--- src/rtl/horner_sequencer.sv ---
// Control FSM for a Horner polynomial datapath: sequences coefficient indices,
// launches the adder and multiplier, watches for stalls and signals completion.
module horner_sequencer #(
   parameter int MAX_ORDER = 8,
   parameter int ORDER_W   = $clog2(MAX_ORDER + 1),
   parameter int TIMEOUT   = 64
) (
   input  logic               clk_i,
   input  logic               rst_i,
   input  logic               start_i,
   input  logic               abort_i,
   input  logic [ORDER_W-1:0] order_i,
   output logic [ORDER_W-1:0] coeff_idx_o,
   output logic               init_o,
   output logic               add_valid_o,
   input  logic               add_done_i,
   output logic               mul_valid_o,
   input  logic               mul_done_i,
   output logic               load_result_o,
   output logic               busy_o,
   output logic               done_o,
   output logic               error_o,
   output logic [3:0]         state_o
);

   localparam int WD_W = (TIMEOUT > 1) ? $clog2(TIMEOUT) : 1;
   localparam logic [WD_W-1:0]    WD_LAST = WD_W'(TIMEOUT - 1);
   localparam logic [ORDER_W-1:0] MAX_N   = ORDER_W'(MAX_ORDER);

   // IDLE is encoded as zero so the debug view reads 0 out of reset.
   typedef enum logic [3:0] {
      S_IDLE      = 4'd0,
      S_SETUP_ADD = 4'd1,
      S_ISSUE_ADD = 4'd2,
      S_WAIT_ADD  = 4'd3,
      S_SETUP_MUL = 4'd4,
      S_ISSUE_MUL = 4'd5,
      S_WAIT_MUL  = 4'd6,
      S_FINISH    = 4'd7,
      S_DONE      = 4'd8,
      S_ERR       = 4'd9
   } state_t;

   state_t          state;
   logic [WD_W-1:0] wd;

   assign state_o = state;

   // Unit handshake: a valid is a one-cycle launch pulse; the unit answers
   // with done (one or more cycles later), which is only honoured in WAIT.
   always_ff @(posedge clk_i or posedge rst_i) begin
      if (rst_i) begin
         state         <= S_IDLE;
         wd            <= '0;
         coeff_idx_o   <= '0;
         init_o        <= 1'b0;
         add_valid_o   <= 1'b0;
         mul_valid_o   <= 1'b0;
         load_result_o <= 1'b0;
         busy_o        <= 1'b0;
         done_o        <= 1'b0;
         error_o       <= 1'b0;
      end else begin
         add_valid_o   <= 1'b0;
         mul_valid_o   <= 1'b0;
         load_result_o <= 1'b0;
         done_o        <= 1'b0;
         if (abort_i) begin
            state   <= S_IDLE;
            wd      <= '0;
            init_o  <= 1'b0;
            busy_o  <= 1'b0;
            error_o <= 1'b0;
         end else begin
            case (state)
               S_IDLE, S_ERR: begin
                  if (start_i) begin
                     if (order_i > MAX_N) begin
                        state   <= S_ERR;
                        busy_o  <= 1'b0;
                        error_o <= 1'b1;
                     end else begin
                        state       <= S_SETUP_ADD;
                        coeff_idx_o <= order_i;
                        init_o      <= 1'b1;
                        busy_o      <= 1'b1;
                        error_o     <= 1'b0;
                     end
                  end
               end
               S_SETUP_ADD: begin
                  state       <= S_ISSUE_ADD;
                  add_valid_o <= 1'b1;
               end
               S_ISSUE_ADD: begin
                  state <= S_WAIT_ADD;
                  wd    <= '0;
               end
               S_WAIT_ADD: begin
                  if (add_done_i) begin
                     init_o <= 1'b0;
                     wd     <= '0;
                     if (coeff_idx_o == '0) begin
                        state         <= S_FINISH;
                        load_result_o <= 1'b1;
                     end else begin
                        state <= S_SETUP_MUL;
                     end
                  end else if (wd == WD_LAST) begin
                     state   <= S_ERR;
                     wd      <= '0;
                     init_o  <= 1'b0;
                     busy_o  <= 1'b0;
                     error_o <= 1'b1;
                  end else begin
                     wd <= wd + WD_W'(1);
                  end
               end
               S_SETUP_MUL: begin
                  state       <= S_ISSUE_MUL;
                  mul_valid_o <= 1'b1;
               end
               S_ISSUE_MUL: begin
                  state <= S_WAIT_MUL;
                  wd    <= '0;
               end
               S_WAIT_MUL: begin
                  // Index only moves after the multiply, so it holds across each step.
                  if (mul_done_i) begin
                     state       <= S_SETUP_ADD;
                     wd          <= '0;
                     coeff_idx_o <= coeff_idx_o - ORDER_W'(1);
                  end else if (wd == WD_LAST) begin
                     state   <= S_ERR;
                     wd      <= '0;
                     init_o  <= 1'b0;
                     busy_o  <= 1'b0;
                     error_o <= 1'b1;
                  end else begin
                     wd <= wd + WD_W'(1);
                  end
               end
               S_FINISH: begin
                  state  <= S_DONE;
                  done_o <= 1'b1;
               end
               S_DONE: begin
                  state  <= S_IDLE;
                  busy_o <= 1'b0;
               end
               default: begin
                  state  <= S_IDLE;
                  busy_o <= 1'b0;
               end
            endcase
         end
      end
   end

endmodule
--- config.mk ---
export PLATFORM = sky130hd
export DESIGN_NAME = horner_sequencer
export DESIGN_NICKNAME = d
export VERILOG_FILES = /design/src/rtl/horner_sequencer.sv
export SDC_FILE = /design/constraint.sdc
export NUM_CORES = 1
export LEC_CHECK = 0
export BUFFER_PORTS_ARGS = -buffer_cell sky130_fd_sc_hd__buf_2
export CORE_ASPECT_RATIO = 1.2
export CORE_MARGIN = 3
export CORE_UTILIZATION = 30
export CTS_CLUSTER_DIAMETER = 120
export DETAILED_ROUTE_END_ITERATION = 7
export RECOVER_POWER = 25
export SYNTH_ARGS = -nofsm -noshare
export SYNTH_HDL_FRONTEND = slang
export SYNTH_SLANG_ARGS = --single-unit
--- constraint.sdc ---
create_clock -name clk_i -period 1.9 [get_ports clk_i]
set_input_delay 0.38 -clock clk_i [delete_from_list [all_inputs] [get_ports clk_i]]
set_output_delay 0.38 -clock clk_i [all_outputs]
set_load 0.1 [all_outputs]
; After elaboration in Yosys (flattened, before gate mapping)
; Cells that the tools add are included.
[word_totals]
register_bits = 21
output_inout_bits = 15
input_bits = 10
[classes]
n_reduce_logical = 12
n_eq_ne = 17
add_sub_neg = 2
bitwise = 1
order_cmp = 1
mux = 48
[op_table]
columns = cell, count
row1 = 2-to-1 mux 4 bit, 9
row2 = one-hot mux 4 bit (8 select lines), 1
row3 = 2-to-1 mux 1 bit, 28
row4 = 2-to-1 mux 6 bit, 4
row5 = one-hot mux 6 bit (3 select lines), 1
row6 = "equality test 4 x 3 -> 1 bit, second input constant", 4
row7 = "inequality test 3 bit, second input constant", 4
row8 = AND reduction 4 bit, 3
row9 = "equality test 4 x 2 -> 1 bit, second input constant", 2
row10 = zero test 4 bit, 2
row11 = one-hot mux 4 bit (2 select lines), 1
row12 = nonzero test 4 bit, 2
row13 = "adder 6 x 1 -> 6 bit, second input constant", 1
row14 = "equality test 6 bit, second input constant", 1
row15 = "inequality test 2 bit, second input constant", 3
row16 = one-hot mux 1 bit (3 select lines), 2
row17 = AND reduction 5 bit, 1
row18 = OR reduction 5 bit, 1
row19 = "equality test 4 x 1 -> 1 bit, second input constant", 1
row20 = "equality test 4 bit, second input constant", 1
row21 = "> comparator 4 bit, second input constant", 1
row22 = one-hot mux 1 bit (4 select lines), 1
row23 = OR reduction 2 bit, 2
row24 = "subtractor 4 x 1 -> 4 bit, second input constant", 1
row25 = other kinds (4), 4

; Depth between registers and ports, before layout
[logic_depth]
ltp_word = 5
ltp_mapped = 7
ltp_nobuf = 6

; Worst setup path before layout
; Ideal clock, no wire load.
[synth_timing]
path_kind = register to register
startpoint = reg state[0], in the netlist state_o[0]
endpoint = reg busy_o
setup_time_ps = 126
synth_period_minus_slack_ps = 2358
path_slack_ps = -458
stages_incl_launch_ff = 6
required_time_ps = 1774
arrival_ps = 2232
cell_sequence = dfrtp_1 > buf_2 > and4bb_1 > and2_1 > o31ai_1 > mux2_2
[synth_between]
elab_chain_cells = 4
elab_cells_between_ends = 18
classes_between = eq/ne (12) / mux (2) / reduce/logical (4)
[synth_lines]
columns = item, line_no
row1 = start: declaration, 44  ; state_t state;
row2 = start signal: assignment, 53  ; state <= S_IDLE;
row3 = start signal: assignment, 69  ; state <= S_IDLE;
row4 = start signal: assignment, 79  ; state <= S_ERR;
row5 = equality test 4 x 3 -> 1 bit (tied with other cells), 75  ; case (state)
row6 = OR reduction 5 bit (no line) or OR reduction 2 bit (tied branches), --
row7 = one-hot mux 1 bit (4 select lines) (tied with other cells), 75
row8 = 2-to-1 mux 1 bit or AND reduction 4 bit (tied branches), --
row9 = end signal: assignment, 72  ; busy_o <= 1'b0;
row10 = end signal: assignment, 80  ; busy_o <= 1'b0;
row11 = end signal: assignment, 86  ; busy_o <= 1'b1;
row12 = end: declaration, 20  ; output logic busy_o,
; Parallel ways exist; a longest one is shown, timed or not.
; A chain may end at the register's enable or synchronous reset.

; Worst setup path after layout
[layout_timing]
startpoint = reg state[2], in the netlist state_o[2]
endpoint = reg busy_o
; The elaborated chain is that of the path after synthesis.

==> flow_metrics.py <==
metrics = {
    "yosys": {
        "yosys.area.top_type": "dfrtp_1",
        "postSynth.asyncResetShare": 1.00,
        "yosysWarningCount": 0,
        "synth-edff-count": 0,
        "synth_area_leaders": "dfrtp_1 34%, nor3_1 3.9%, nor2_1 3.2%",
        "syn-cell-area_sq_um": 1530,
        "syn_nets": 185,
        "ys_seq_elements": 21,
        "synthTopCellsByCount": "21 x dfrtp_1, 13 x nor2_1, 12 x nor3_1, 8 x inv_1, 8 x nand3_1",
        "synthMostInstantiatedCell": "dfrtp_1",
        "ys_types": 55,
        "syn_area_per_cell_sq_um": 8.90,
        "synth_cells": 172,
        "ys.flop_type": "dfrtp_1",
        "yosysTopAreaCellShare": 0.343,
        "synth-seq-area-share": 0.343,
    },
    "worst_hold_path": {
        "worstHoldPathType": "in -> reg",
        "min_to": "state_o[3]",
        "hp-start": "start_i",
        "whs_path_depth": 2,
    },
    "clocking": {
        "clock_sinks": 21,
        "clk_latency_ps": 260,
        "postCtsHoldBufs": 0,
        "cts_root_buffer": "clkbuf_8",
        "cts_tree": "yes",
        "clock_path_buffers": 2,
        "cts_buffers": 3,
        "clkSlewWorstSetupHoldPaths_ps": 80,
        "htree_num_levels": 1,
    },
    "route": {
        "drtPass1Iterations": 4,
        "vias_per_cell": 5.54,
        "vias": 1469,
        "ant_nets": 0,
        "wl_per_cell_microns": 15.3,
        "drc": 0,
        "detail_route.iter0.violations": 67,
        "drt_wl_total_mm": 4.05,
    },
    "final_layout": {
        "postLayoutCoreUtil": 0.398,
        "area_growth_pct": 23.7,
        "num_antenna_cells": 0,
        "layout.cells.non_filler": 265,
        "fin_area_sq_um": 1890,
        "drive_gt1_frac": 0.348,
        "nets": 221,
    },
    "grt": {
        "use_met2": 0.230,
        "grtUsageMet3": 0.0251,
        "grt_pass1_wl_mm": 6.83,
        "overflow": 0,
        "antenna_found_initial": 0,
        "grt_use_met1": 0.189,
        "grt_start_max_net_pins": 22,
        "first_global_vias": 1449,
        "grt_use_total": 0.140,
        "busiest_layer": "met2",
    },
    "floorplan": {
        "design.die.area_sq_um": 6000,
        "core_sq_um": 4760,
        "fp.dieW_microns": 71.2,
        "rows": 27,
        "start_util": 0.322,
        "io_pins": 25,
        "dieHeight_microns": 84.3,
    },
    "placed_design": {
        "io_buffers": 24,
        "dp.cells": 260,
        "gp_congestion": 0.881,
        "dp_hpwl_mm": 3.03,
        "place_area_sq_um": 1820,
    },
    "status": {
        "status": "finished clean",
    },
    "sta": {
        "max_freq_mhz": 553,
        "fin_hold_ws_ps": 405,
        "skew_ps": 1.50,
        "rsz0062_at_grt": "false",
        "finalMaxSlewViolations": 0,
        "fin_crit_sh": 0.952,
        "max_slew_margin": 0.184,
        "finalSetupViolations": 0,
        "finalHoldViolCount": 0,
        "fin_crit_ps": 1810,
        "tightest_slew_ps": 1220,
    },
    "pwr": {
        "power_per_cell_area_nw_per_um2": 1430,
        "power_uw": 2710,
        "ir_drop_v": 0.000844,
        "p_leak_uw": 0.000761,
    },
    "setup_path": {
        "critPathArrivalTime_ps": 1960,
        "start_kind": "register",
        "rrSetupSlack_ps": 90,
        "end_kind": "register",
        "reg2reg_from": "state_o[2]",
        "required_ps": 2050,
        "path_class": "reg -> reg",
        "reg2reg_depth": 4,
        "path_max_fanout": 14,
        "r2r-end": "busy_o",
    },
    "flow_run": {
        "max_cap_violations": 0,
    },
}
==> layout by cell type (no fill, tap or decap), drive strengths merged, types with 4 or more instances in the layout <==
cell     instances
nor4             4
o21ai            6
a2111oi          4
nand2            7
nand2b           5
nor2            13
nand3            8
inv              8
a21oi            7
xnor2            4
dfrtp           21
or3b             4
clkbuf           5
buf             41
nor3            12
o32ai            4
==> through the flow <==
stage	setup TNS [ps]	setup WS [ps]
global placement	0	77.2
CTS	0	56.3
finish	0	90.9
floorplan	-199	-72.6
global route	0	8.61
detailed placement	0	69.8
==> flip-flops by register name, summed over array words and instances (netlist names) <==
register       cells
wd                 6
load_result_o      1
coeff_idx_o        4
state_o            4
done_o             1
error_o            1
init_o             1
add_valid_o        1
mul_valid_o        1
busy_o             1
==> kinds of logic after synthesis <==
logic type / share of synthesized area
simple gates: 0.275
compound gates: 0.248
flops: 0.343
buf+inv: 0.0588
xor+xnor: 0.0286
mux: 0.0221
fa+ha+maj: 0.0245
==> power by group <==
| group | switching, uW | leakage, uW | internal, uW |
|---|---|---|---|
| clock network | 151 | 0.0000228 | 150 |
| registers | 151 | 0.000268 | 579 |
| logic | 1200 | 0.000470 | 477 |
| total | 1510 | 0.000761 | 1210 |
==> routing by layer <==
| layer | share of wire | wire (microns) |
|---|---|---|
| met1 | 0.49 | 1970 |
| met2 | 0.47 | 1900 |
| met3 | 0.032 | 131 |
| met4 | 0.013 | 51 |
| met5 | 0 | 0 |
==> how the worst max path moves through the flow <==
stage                        start    endpoint  slack, ps
floorplan               state_o[3]       wd[3]        -70
global placement    coeff_idx_o[0]  state_o[1]         80
detailed placement  coeff_idx_o[0]  state_o[1]         70
CTS                 coeff_idx_o[0]  state_o[1]         60
global route        coeff_idx_o[0]  state_o[1]          9
finish                  state_o[2]      busy_o         90
==> area by class of cell <==
class                      count  area (sq um)
inverter                       8          30.0
fill                         495          2870
timing repair buffer          42           251
sequential                    21           548
clock buffer                   4          45.0
tap                           58          72.6
multi-input combinational    132           947
==> worst max-delay path, stage by stage (launching register included) <==
cell and delay (ps):
dfrtp_4 550, and4bb_2 310, and2_1 200, o31ai_1 270, mux2_2 370
==> repair_timing <==
item                                    in CTS  in global routing
buffers inserted                             0                  1
endpoints found under the setup margin       0                  5
resized for setup                            0                  5
No activity file was read; power rests on OpenSTA's default activity.
